<file path="config.mk">
export PLATFORM = sky130hd
export DESIGN_NAME = reg_bank_reader
export DESIGN_NICKNAME = d
export VERILOG_FILES = /design/src/rtl/reg_bank_pkg.sv /design/src/rtl/reg_bank_reader.sv
export SDC_FILE = /design/constraint.sdc
export NUM_CORES = 1
export LEC_CHECK = 0
export BUFFER_PORTS_ARGS = -buffer_cell sky130_fd_sc_hd__buf_2
export CORE_UTILIZATION = 46
export CTS_BUF_LIST = sky130_fd_sc_hd__clkbuf_2
export CTS_CLUSTER_DIAMETER = 100
export DETAILED_ROUTE_END_ITERATION = 10
export GPL_ROUTABILITY_DRIVEN = 0
export PLACE_DENSITY = 0.86
export SYNTH_ARGS = -nofsm -noshare
export SYNTH_HDL_FRONTEND = slang
export SYNTH_SLANG_ARGS = --single-unit
</file>
<file path="constraint.sdc">
create_clock -name clk_i -period 3.4 [get_ports clk_i]
set_clock_uncertainty 0.15 [all_clocks]
set_input_delay 0.17 -clock clk_i [delete_from_list [all_inputs] [get_ports clk_i]]
set_output_delay 0.17 -clock clk_i [all_outputs]
set_load 0.01 [all_outputs]
</file>
<file path="src/rtl/reg_bank_pkg.sv">
// Shared types, defaults and address decode for the register bank reader.
// The lock feature in reg_bank_reader is enabled by defining REG_BANK_READ_LOCK_EN.
package reg_bank_pkg;

    localparam int DATA_W_DEF   = 32;
    localparam int NUM_REGS_DEF = 4;
    localparam int CODE_W       = 6;

    // Register-select codes live in address bits [8:3]; code 1 is the highest register.
    localparam logic [CODE_W-1:0] ADDR_CODE_PC3 = 6'd1;
    localparam logic [CODE_W-1:0] ADDR_CODE_PC2 = 6'd2;
    localparam logic [CODE_W-1:0] ADDR_CODE_PC1 = 6'd3;
    localparam logic [CODE_W-1:0] ADDR_CODE_PC0 = 6'd4;

    typedef enum logic [1:0] {
        IDLE,
        CAPTURE,
        RESP,
        SCRUB
    } state_t;

    typedef struct packed {
        logic              valid;
        logic [CODE_W-1:0] idx;
    } decode_t;

    function automatic decode_t decode_addr(input logic [CODE_W-1:0] code, input int num_regs);
        decode_t d;
        d.valid = 1'b0;
        d.idx   = '0;
        if (int'(code) >= int'(ADDR_CODE_PC3) && int'(code) < int'(ADDR_CODE_PC3) + num_regs) begin
            d.valid = 1'b1;
            d.idx   = CODE_W'(num_regs - int'(code));
        end
        return d;
    endfunction

endpackage

</file>
<file path="src/rtl/reg_bank_reader.sv">
// Single-outstanding read port onto a register bank with response holding and scrubbing.
// Optional per-register read locking is enabled by defining REG_BANK_READ_LOCK_EN.
module reg_bank_reader
    import reg_bank_pkg::*;
#(
    parameter int DATA_W   = DATA_W_DEF,
    parameter int NUM_REGS = NUM_REGS_DEF
) (
    input  logic                             clk_i,
    input  logic                             rst_i,
    input  logic                             req_valid_i,
    output logic                             req_ready_o,
    input  logic [8:0]                       req_addr_i,
    input  logic [NUM_REGS-1:0]              reglk_ctrl_i,
    input  logic [NUM_REGS-1:0][DATA_W-1:0]  p_c_i,
    output logic                             rsp_valid_o,
    input  logic                             rsp_ready_i,
    output logic [DATA_W-1:0]                rsp_rdata_o,
    output logic                             rsp_err_o
);

    state_t            state;
    state_t            state_n;
    logic [DATA_W-1:0] data_q;
    logic [DATA_W-1:0] data_n;
    logic              err_q;
    logic              err_n;
    logic [CODE_W-1:0] addr_q;
    logic [CODE_W-1:0] addr_n;
    decode_t           dec;
    logic [DATA_W-1:0] sel_data;
    logic              sel_lock;

    // Decode the latched register code and pick the addressed bank entry.
    always_comb begin
        dec      = decode_addr(addr_q, NUM_REGS);
        sel_data = '0;
        for (int i = 0; i < NUM_REGS; i++) begin
            if (dec.valid && dec.idx == CODE_W'(i)) begin
                sel_data = p_c_i[i];
            end
        end
    end

`ifdef REG_BANK_READ_LOCK_EN
    always_comb begin
        sel_lock = 1'b0;
        for (int i = 0; i < NUM_REGS; i++) begin
            if (dec.valid && dec.idx == CODE_W'(i)) begin
                sel_lock = reglk_ctrl_i[i];
            end
        end
    end
`else
    logic unused_lock;
    assign sel_lock    = 1'b0;
    assign unused_lock = ^reglk_ctrl_i;
`endif

    logic unused_addr;
    assign unused_addr = ^req_addr_i[2:0];

    always_comb begin
        state_n = state;
        data_n  = data_q;
        err_n   = err_q;
        addr_n  = addr_q;
        case (state)
            IDLE: begin
                if (req_valid_i) begin
                    addr_n  = req_addr_i[8:3];
                    state_n = CAPTURE;
                end
            end
            CAPTURE: begin
                if (!dec.valid || sel_lock) begin
                    data_n = '0;
                    err_n  = 1'b1;
                end else begin
                    data_n = sel_data;
                    err_n  = 1'b0;
                end
                state_n = RESP;
            end
            RESP: begin
                // A lock raised mid-response revokes the data but keeps the response pending.
                if (sel_lock) begin
                    data_n = '0;
                    err_n  = 1'b1;
                end
                if (rsp_ready_i) begin
                    state_n = SCRUB;
                end
            end
            SCRUB: begin
                data_n  = '0;
                err_n   = 1'b0;
                state_n = IDLE;
            end
            default: begin
                state_n = IDLE;
            end
        endcase
    end

    always_ff @(posedge clk_i) begin
        if (rst_i) begin
            state  <= IDLE;
            data_q <= '0;
            err_q  <= 1'b0;
            addr_q <= '0;
        end else begin
            state  <= state_n;
            data_q <= data_n;
            err_q  <= err_n;
            addr_q <= addr_n;
        end
    end

    // Response fields are masked so nothing stale is visible while not valid.
    assign req_ready_o = (state == IDLE) && !rst_i;
    assign rsp_valid_o = (state == RESP);
    assign rsp_rdata_o = rsp_valid_o ? data_q : '0;
    assign rsp_err_o   = rsp_valid_o & err_q;

endmodule

</file>
==> summary.txt, run 1 <==
Layout
  – Fill cell total of the finished layout: slightly below 500
  – Leading cell type in the layout, fill and taps excluded: buf_2
  – N_diodes: 0
  – Post-route cell area: 4860 sq um
  – Layout cell share with drive strength beyond 1: 0.334
  – Most frequent cells in the layout: buf_2 (172), dlygate4sd3_1 (84), dfxtp_1 (40)
  – Nets: 779
  – Final core occ: 0.757
  – Area delta synth->final: 57.1%
  – Fin cells: 705

Timing
  – RSZ-0062 raised after global routing: no
  – Fmax: 0.328 GHz
  – Final Setup Violations: 0
  – Final Max Tran Viols: 0
  – Final worst path period share: 0.897
  – Sum Neg Setup Slack: 0 ps
  – Final Hold Viols: 0
  – Fin crit period: a little over 3000 ps
  – Worst slew margin: 0.200
  – Worst-Margin Slew: 1200 ps

Logic synthesis
  – Synth Area in Adders: 0.0283
  – Cells after Synth: 388
  – Yosys warns: 0
  – Post-synthesis sequential area ratio: 0.265
  – Synth Area in Compound Gates: 0.272
  – Largest family of logic cells by synthesized area: compound AO/OA/AOI/OAI gates
  – Mux contribution to synthesized area: 0.107
  – Area share of and/or/nand/nor cells after synthesis: 0.267
  – Distinct cell type count after synthesis: 30
  – Synth Register Bits: about 40
  – Mapped cell area: 3090 sq um
  – XOR/XNOR Fraction of Synth Area: 0
  – Post-Syn Nets: 540
  – Mean post-synth cell area: ~8 sq um

Clock network
  – Clk pin slew, worst setup/hold paths: around 210 ps
  – Htree depth: 2
  – Cts bufs inserted: 5
  – Post-CTS setup buffer count: 0
  – Maximum root-to-sink buffer count: 2
  – PostCTS Resize Cnt: 0
  – CTS Root Cell: clkbuf_2
  – CTS sink cnt: between 40 and 50
  – CTS tree: done
  – Clk Latency, worst-skew pair: around 400 ps

Detailed routing
  – WL per Instance: between 15 and 20 um
  – Vias: around 4k
  – Drt drc: 28
  – DR iter-0 viols: approximately 270
  – Vias per inst: around 5.6
  – Drt first pass iters: 8
  – DRT antenna net count: 0
  – Drt total wl: between 10000 and 15000 um

Setup path
  – Critical Path RT: between 3000 and 4000 ps
  – Max FO, Critical Path: 32
  – RR Endpoint: data_q[30]
  – Reg2Reg Launch Point: addr_q[1]
  – Reg2Reg Setup Slack: ~350 ps
  – WP depth: 7
  – CP endpoint: data_q[30]
  – Critical-path cell list: inv_1, ha_1, or2_2, a211o_1, or2_0, a21oi_1, dlygate4sd3_1
  – Setup crit start kind: flop
  – CP top delay family: compound AO/OA/AOI/OAI gates
  – Crit. End Element: flop
  – CP max stage cell: a211o_1
  – Setup Crit Path Kind: flop to flop
  – Setup crit start: addr_q[1]
  – CP Buf/Inv Count: 2
  – Reg2Reg Depth: 7
  – Crit path largest cell delay: 630 ps
  – Crit path DAT: roughly 3300 ps

Floorplanning
  – Total die area: around 7100 sq um
  – Core area: 6420 sq um
  – Chip Height: between 80 and 90 um
  – Top Ports: 180
  – Die width: roughly 84 um
  – Row count: 29
  – Starting Density: 0.482

Global route
  – GR Util All Layers: 0.316
  – Initial antenna violation count: 0
  – First-pass GRT wire length: between 15000 and 20000 um
  – Remaining global-route overflow: 0
  – Vias in the first global route: ~4.1k
  – Largest net degree at the start of global routing: 41

Place
  – Placed instance count: between 600 and 700
  – Placed wire-length estimate: 6470 um
  – DP Area: around 4000 sq um
  – # port buffers: about 170

Pwr
  – Pleak: around 2.1 nW
  – Peak supply drop: roughly 0.00025 V
  – Power per Cell Area: around 330 nW/um^2

Flow run
  – Max_cap viols: 0

Min path
  – Min-delay worst type: input port to flop

Status
  – Failing checks: design-rule violations
  – Status: finished, violations left
==> worst min-delay path: stages <==
cell     delay, ps
buf_2          170
nor2b_1         80
nor3_1         140
nor3_1          60
==> layer usage <==
metal  global-route usage  up-vias  share of wire
met5                    0        -              0
met4                0.138        0          0.023
met3               0.0564       28          0.067
met2                0.607      199           0.53
met1                0.332     1841           0.38
li1                     -     1865              -
==> worst min-delay path by stage <==
stage	startpoint	to	slack, ps	cells after the start
finish	req_valid_i	state[0]	90	4
CTS	req_valid_i	state[0]	30	4
global route	req_valid_i	state[0]	80	4
detailed placement	req_addr_i[6]	addr_q[3]	280	3
global placement	req_addr_i[6]	addr_q[3]	280	3
floorplan	req_addr_i[6]	addr_q[3]	170	2
==> synthesized netlist by cell type <==
cell | number | area, sq um
a221oi_1 | 32 | 280
nand3b_1 | 1 | 7.51
nor2b_1 | 2 | 12.5
mux2i_1 | 33 | 330
nor3_1 | 2 | 10.0
nor3_2 | 1 | 10.0
nand2b_1 | 2 | 12.5
or2_2 | 3 | 18.8
nor2_1 | 36 | 135
nand4bb_1 | 2 | 22.5
or3_4 | 1 | 11.3
o221a_2 | 1 | 11.3
or2_0 | 5 | 31.3
buf_6 | 3 | 33.8
a211o_1 | 1 | 8.76
inv_1 | 6 | 22.5
or2_1 | 25 | 156
o31a_1 | 32 | 280
a21oi_2 | 10 | 87.6
or3b_2 | 1 | 8.76
clkbuf_1 | 21 | 78.8
a21oi_1 | 29 | 145
nand3_1 | 7 | 35.0
dfxtp_1 | 41 | 821
and2_1 | 33 | 206
ha_1 | 7 | 87.6
nand2_1 | 39 | 146
buf_2 | 10 | 50.1
buf_1 | 1 | 3.75
a2111oi_4 | 1 | 27.5
==> stage by stage <==
| step | total power [mW] | worst slack [ps] | hold WS [ps] |
|---|---|---|---|
| floorplan | 1.09 | 754 | 167 |
| global placement | 1.30 | 1010 | 276 |
| detailed placement | 1.33 | 940 | 285 |
| CTS | 1.61 | 366 | 25.3 |
| global route | 1.73 | 213 | 79.1 |
| finish | 1.62 | 349 | 87.1 |
==> what timing repair did <==
item                                    4_1_cts  5_1_grt
endpoints found under the setup margin        0        0
hold endpoints to repair                     40        0
hold buffers                                 84        0
==> logic make-up (layout without fill, tap and decap cells) <==
group,Yosys count,after routing
compound gates,106,106
buf+inv,41,281
simple gates,160,160
flops,41,41
fa+ha+maj,7,7
mux,33,33
==> report_power, final <==
part / switching, mW / internal, mW / total, mW
logic: 0.493 / 0.378 / 0.871
clock network: 0.166 / 0.0451 / 0.211
registers: 0.0279 / 0.515 / 0.543
total: 0.687 / 0.938 / 1.62
==> cell type report <==
cell class / count / area [sq um] / area share
flip-flops and latches: 41 / 822 / 0.169
repair buffers: 267 / 1780 / 0.367
clock inverters: 3 / 12.5 / 0.00257
clock buffers: 5 / 25.0 / 0.00515
multi-input cells: 306 / 2100 / 0.432
well taps: 77 / 96.3 / 0.0198
inverters: 6 / 22.5 / 0.00463
==> sequential cells by signal, summed over array words and instances, names as in the netlist <==
signal	flops
addr_q	6
data_q	32
err_q	1
state	2
Power figures use the tool's default switching activity.
==> run 2, diff against run 1 <==
--- a/config.mk
+++ b/config.mk
@@ -7,4 +7,5 @@
 export LEC_CHECK = 0
 export BUFFER_PORTS_ARGS = -buffer_cell sky130_fd_sc_hd__buf_2
+export CORE_ASPECT_RATIO = 1.75
 export CORE_UTILIZATION = 46
 export CTS_BUF_LIST = sky130_fd_sc_hd__clkbuf_2
@@ -12,4 +13,5 @@
 export DETAILED_ROUTE_END_ITERATION = 10
 export GPL_ROUTABILITY_DRIVEN = 0
+export MAX_ROUTING_LAYER = met4
 export PLACE_DENSITY = 0.86
 export SYNTH_ARGS = -nofsm -noshare
--- a/constraint.sdc
+++ b/constraint.sdc
@@ -3,3 +3,3 @@
 set_input_delay 0.17 -clock clk_i [delete_from_list [all_inputs] [get_ports clk_i]]
 set_output_delay 0.17 -clock clk_i [all_outputs]
-set_load 0.01 [all_outputs]
+set_load 0.05 [all_outputs]
==> run 2 against run 1 <==
  * The flow now finishes without violations
  * First-iteration DRC count grew 46%
  * Hold slack lost 70 ps
  * Sequential cell count is the same
  * Count of clock-buffer cells in the layout grew 3
  * Clock power grew 3%
  * Setup slack gained 59 ps
  * Sequential power is essentially flat
  * Largest cell class unchanged
==> summary.txt, run 2 (synthesis gave the netlist of run 1 again) <==
Min path
  – Min-delay worst type: input port to flop

Pwr
  – Power per Cell Area: between 300 and 400 nW/um^2
  – Switch Pwr: slightly above 0.7 mW
  – Combinational Power Share: 0.540
  – Pleak: ~2.1 nW
  – Seq pwr share: 0.328
  – Internal power: 0.946 mW
  – Clk network pwr share: 0.131
  – Peak supply drop: 0.000386 V
  – Sw frac: 0.427

Layout
  – Leading cell type in the layout, fill and taps excluded: buf_2
  – N_diodes: 0
  – Nets: 769
  – Most frequent cells in the layout: buf_2 (172), dlygate4sd3_1 (76), dfxtp_1 (40)
  – Fill cell total of the finished layout: roughly 470
  – Fin cells: 700
  – Register area: 822 sq um
  – Reg with most FFs: data_q
  – Multi-input combinational cell area: between 2000 and 2500 sq um
  – Regs by FF count: data_q: 32 flops, addr_q: 6 flops, state: 2 flops
  – Layout cell share with drive strength beyond 1: 0.338
  – Max reg flops: 32
  – Area delta synth->final: 54.2%

Timing
  – Final Setup Violations: 0
  – Setup ws final: 408 ps
  – Fin crit period: 2990 ps
  – RSZ-0062 raised after global routing: no
  – Final worst path period share: 0.880
  – Final Max Tran Viols: 0
  – Sum Neg Setup Slack: 0 ps
  – Worst-Margin Slew: 1170 ps
  – Final Hold Viols: 0
  – Worst hold slack: 16.8 ps
  – Worst slew margin: 0.218
  – Fmax: approximately 0.33 GHz

Clock network
  – Clk Latency, worst-skew pair: 370 ps
  – Cts bufs inserted: 5
  – Maximum root-to-sink buffer count: 2
  – CTS Root Cell: clkbuf_2
  – CTS sink cnt: a little over 40
  – CTS tree: done
  – Htree depth: 2
  – Clk pin slew, worst setup/hold paths: ~210 ps

Status
  – Status: complete, no violations

Detailed routing
  – Drt first pass iters: 7
  – WL per Instance: about 16 um
  – Drt drc: 0
  – DRT antenna net count: 0
  – Vias per inst: 5.69
  – DR iter-0 viols: 400
  – Vias: between 3k and 4k
  – Drt total wl: around 11000 um

Setup path
  – Crit path top cell by count: or2_2
  – CP max stage cell: a211o_1
  – Crit path DAT: approximately 3200 ps
  – Crit. End Element: flop
  – CP top delay family: simple AND/OR/NAND/NOR gates
  – CP Buf/Inv Count: 2
  – Reg2Reg Setup Slack: about 410 ps
  – Crit path largest cell delay: about 620 ps
  – Max FO, Critical Path: 32
  – Setup crit start kind: flop
  – Setup Crit Path Kind: flop to flop
  – Critical-path cell list: inv_1, ha_1, or2_2, a211o_1, or2_2, a21oi_1, dlygate4sd3_1
  – Critical Path RT: between 3000 and 4000 ps

Global route
  – Initial antenna violation count: 0
  – Grt met3 use: 0.0434
  – GRT met1 Usage: 0.320
  – Vias in the first global route: 4088
  – GR Util All Layers: 0.328
  – Remaining global-route overflow: 0
  – Largest net degree at the start of global routing: 65
  – Busiest grt layer: met2
  – GR Layer Usage met2: 0.607
  – First-pass GRT wire length: 17900 um

Place
  – Placed instance count: 616
  – # port buffers: ~170
  – Dpl ws: ~1000 ps
  – Placed wire-length estimate: roughly 6900 um

Floorplanning
  – Starting Density: 0.477
  – Chip Height: roughly 110 um
  – Total die area: between 7000 and 8000 sq um
  – Row count: 39
  – Core area: roughly 6500 sq um
  – Die width: between 60 and 70 um
  – Top Ports: between 150 and 200

Flow run
  – Max_cap viols: 0
==> run 2: changes by cell type in the layout (fill, tap and decap cells not counted) <==
cell           previous run  this run
clkbuf_2                  5         8
clkinv_1                  2         0
buf_4                    11         9
dlygate4sd3_1            84        76
nand4bb_1                 1         2
clkinv_2                  1         0
nand4bb_2                 1         0
==> run 2: power by group through the flow <==
stage / clock network, mW / logic, mW / registers, mW
global placement: 0 / 0.773 / 0.548
global route: 0.244 / 0.964 / 0.547
CTS: 0.222 / 0.874 / 0.541
floorplan: 0 / 0.578 / 0.543
detailed placement: 0 / 0.796 / 0.551
finish: 0.217 / 0.893 / 0.542
==> run 2: cell type report <==
cell class | count | share of cell area
inverters | 6 | 0.00472
flip-flops and latches | 41 | 0.172
clock buffers | 8 | 0.00840
well taps | 82 | 0.0215
repair buffers | 257 | 0.354
multi-input cells | 306 | 0.439
==> run 2: final timing paths <==
path,startpoint,endpoint,depth (start not counted)
setup reg to reg,addr_q[1],data_q[6],7
hold / removal,p_c_i[20],data_q[20],4
setup / recovery,addr_q[1],data_q[6],7
hold reg to reg,state[0],state[0],2
==> run 2: worst register-to-register path: stages (launching register included) <==
cell and delay (ps):
dfxtp_1 420, inv_1 80, ha_1 230, or2_2 330, a211o_1 620, or2_2 440
a21oi_1 140, dlygate4sd3_1 560
==> run 2: what timing repair did <==
item,4_1_cts,5_1_grt
gates resized for setup,0,0
hold buffers,72,4
buffers inserted,0,0
endpoints found under the setup margin,0,0
hold endpoints to repair,40,4
==> run 2: layer usage <==
layer	wire, um	up-vias
met2	6240	199
met4	425	0
met5	0	-
met3	588	50
li1	-	1846
met1	4040	1887
==> run 2: stage by stage <==
| stage | power (mW) | cell area, sq um | util |
|---|---|---|---|
| 2_1_floorplan | 1.12 | 3090 | - |
| 3_3_place_gp | 1.32 | 3970 | 0.611 |
| 3_5_place_dp | 1.35 | 3970 | 0.611 |
| 4_1_cts | 1.64 | 4730 | 0.729 |
| 5_1_grt | 1.75 | 4770 | 0.735 |
| 6_report | 1.65 | 4770 | 0.735 |
==> run 3, diff against run 2 <==
CELL_PAD_IN_SITES_DETAIL_PLACEMENT = 0   (was default)
CELL_PAD_IN_SITES_GLOBAL_PLACEMENT = 1   (was default)
CORE_UTILIZATION = 31   (was 46)
PLACE_DENSITY = 0.84   (was 0.86)
==> run 3 against run 2 <==
  * Sequential cell count unchanged
  * Core utilization is 22 points lower
  * Highest routed layer unchanged
  * Largest cell class unchanged
  * Global-route usage down 11 points
  * Count of clock-buffer cells in the layout fell by 3
  * Maximum frequency decreased by 1.4%
  * Critical path depth is the same
==> summary.txt, run 3 (synthesis gave the netlist of run 1 again) <==
Status
  – Status: complete, no violations

Clock network
  – Clk pin slew, worst setup/hold paths: around 210 ps
  – PostCTS Resize Cnt: 0
  – Post-CTS setup buffer count: 0
  – Cts bufs inserted: 5
  – Cts hold-fix bufs: 84
  – Htree depth: 2
  – CTS tree: done
  – CTS sink cnt: slightly above 40
  – CTS Root Cell: clkbuf_2
  – Clk Latency, worst-skew pair: 410 ps
  – Maximum root-to-sink buffer count: 2

Global route
  – Initial antenna violation count: 1
  – Largest net degree at the start of global routing: 33
  – GR Util All Layers: 0.215
  – Remaining global-route overflow: 0
  – First-pass GRT wire length: 17400 um
  – Vias in the first global route: between 3k and 4k

Setup path
  – Crit path DAT: ~3300 ps
  – Setup Crit Path Kind: flop to flop
  – RR Endpoint: data_q[7]
  – Reg2Reg Launch Point: addr_q[1]
  – Critical Path RT: 3640 ps
  – Crit path top cell by count: or2_2
  – Crit path largest cell delay: around 650 ps
  – Setup crit start: addr_q[1]
  – CP max stage cell: a211o_1
  – Setup crit start kind: flop
  – Reg2Reg Setup Slack: roughly 370 ps
  – Critical-path cell list: inv_1, ha_1, or2_2, a211o_1, or2_2, a21oi_1, dlygate4sd3_1
  – CP Buf/Inv Count: 2
  – CP top delay family: compound AO/OA/AOI/OAI gates
  – CP endpoint: data_q[7]
  – WP depth: 7
  – Max FO, Critical Path: 32
  – Crit. End Element: flop
  – Reg2Reg Depth: 7

Detailed routing
  – Drt total wl: 11000 um
  – Drt drc: 0
  – Vias: 3836
  – Met1 WL: between 4000 and 5000 um
  – WL per Instance: roughly 15 um
  – DR iter-0 viols: approximately 210
  – DRT antenna net count: 0
  – Drt first pass iters: 4
  – Met3 WL: roughly 400 um
  – Uppermost layer routed: met4
  – Vias per inst: 5.11
  – Metal2 WL: 6120 um

Pwr
  – Switch Pwr: slightly above 0.7 mW
  – Peak supply drop: around 0.00022 V
  – Final Power: approximately 1.7 mW
  – Seq pwr share: 0.324
  – Combinational Power Share: 0.546
  – Clk network pwr share: 0.130
  – Internal power: 0.947 mW
  – Power per Cell Area: approximately 340 nW/um^2
  – Sw frac: 0.433
  – Pleak: between 2 and 2.5 nW

Layout
  – Reg with most FFs: data_q
  – Max reg flops: 32
  – Most frequent cells in the layout: buf_2 (172), dlygate4sd3_1 (84), dfxtp_1 (40)
  – Area delta synth->final: 59.8%
  – Nets: between 700 and 800
  – Fin cells: approximately 750
  – Leading cell type in the layout, fill and taps excluded: buf_2
  – Fill cell total of the finished layout: 943
  – Final core occ: 0.516
  – Regs by FF count: data_q: 32 flops, addr_q: 6 flops, state: 2 flops
  – Layout cell share with drive strength beyond 1: 0.334

Timing
  – Worst-Margin Slew: 971 ps
  – Setup ws final: about 370 ps
  – Sum Neg Setup Slack: 0 ps
  – Fin crit period: 3030 ps
  – Final Setup Violations: 0
  – Final Max Tran Viols: 0
  – Fmax: about 0.33 GHz
  – Final worst path period share: 0.892
  – Final Hold Viols: 0
  – RSZ-0062 raised after global routing: no
  – Worst slew margin: 0.353

Place
  – # port buffers: between 150 and 200
  – Placed instance count: roughly 660
  – Dpl ws: roughly 930 ps
  – Placed wire-length estimate: 7460 um

Floorplanning
  – Row count: 47
  – Total die area: 10400 sq um
  – Core area: about 9600 sq um
  – Chip Height: roughly 130 um
  – Top Ports: 180
  – Starting Density: 0.323
  – Die width: a little under 80 um

Min path
  – Min-delay worst type: input port to flop

Flow run
  – Max_cap viols: 0
[run 3: tightest hold or removal path, stage by stage]
cell and delay (ps):
buf_2 150, nor2b_1 80, nor3_1 130, nor3_1 60
[run 3: per-layer routing]
metal,GRT usage,vias to the layer above
li1,-,1871
met1,0.208,1826
met2,0.417,114
met3,0.0265,25
met4,0.0912,0
met5,-,-
[run 3: cell type report]
class / count / area, sq um / area share
antenna: 1 / 2.50 / 0.000506
clock inverter: 3 / 12.5 / 0.00253
sequential: 41 / 822 / 0.166
inverter: 6 / 22.5 / 0.00456
timing repair buffer: 267 / 1810 / 0.366
clock buffer: 5 / 25.0 / 0.00506
tap: 122 / 153 / 0.0309
multi-input combinational: 306 / 2100 / 0.424
[run 3: worst min-delay path by stage]
stage	start	to	slack (ps)	cells past startpoint
floorplan	req_addr_i[6]	addr_q[3]	170	2
global placement	req_addr_i[8]	addr_q[5]	290	3
CTS	req_valid_i	state[0]	10	4
detailed placement	req_addr_i[8]	addr_q[5]	300	3
global route	req_valid_i	state[0]	40	4
finish	req_valid_i	state[0]	50	4
[run 3: per-stage QoR]
stage | hold WS, ps | area (sq um)
final | 47.4 | 4940
after floorplan | 167 | 3090
after global placement | 294 | 4060
after CTS | 12.6 | 4940
after detailed placement | 299 | 4060
after global routing | 37.8 | 4940
[run 3: power groups by stage]
stage / Combinational, mW / Clock [mW] / Sequential [mW]
after global routing: 0.991 / 0.242 / 0.547
after floorplan: 0.578 / 0 / 0.543
final: 0.911 / 0.217 / 0.542
after CTS: 0.917 / 0.228 / 0.541
after global placement: 0.820 / 0 / 0.549
after detailed placement: 0.836 / 0 / 0.551
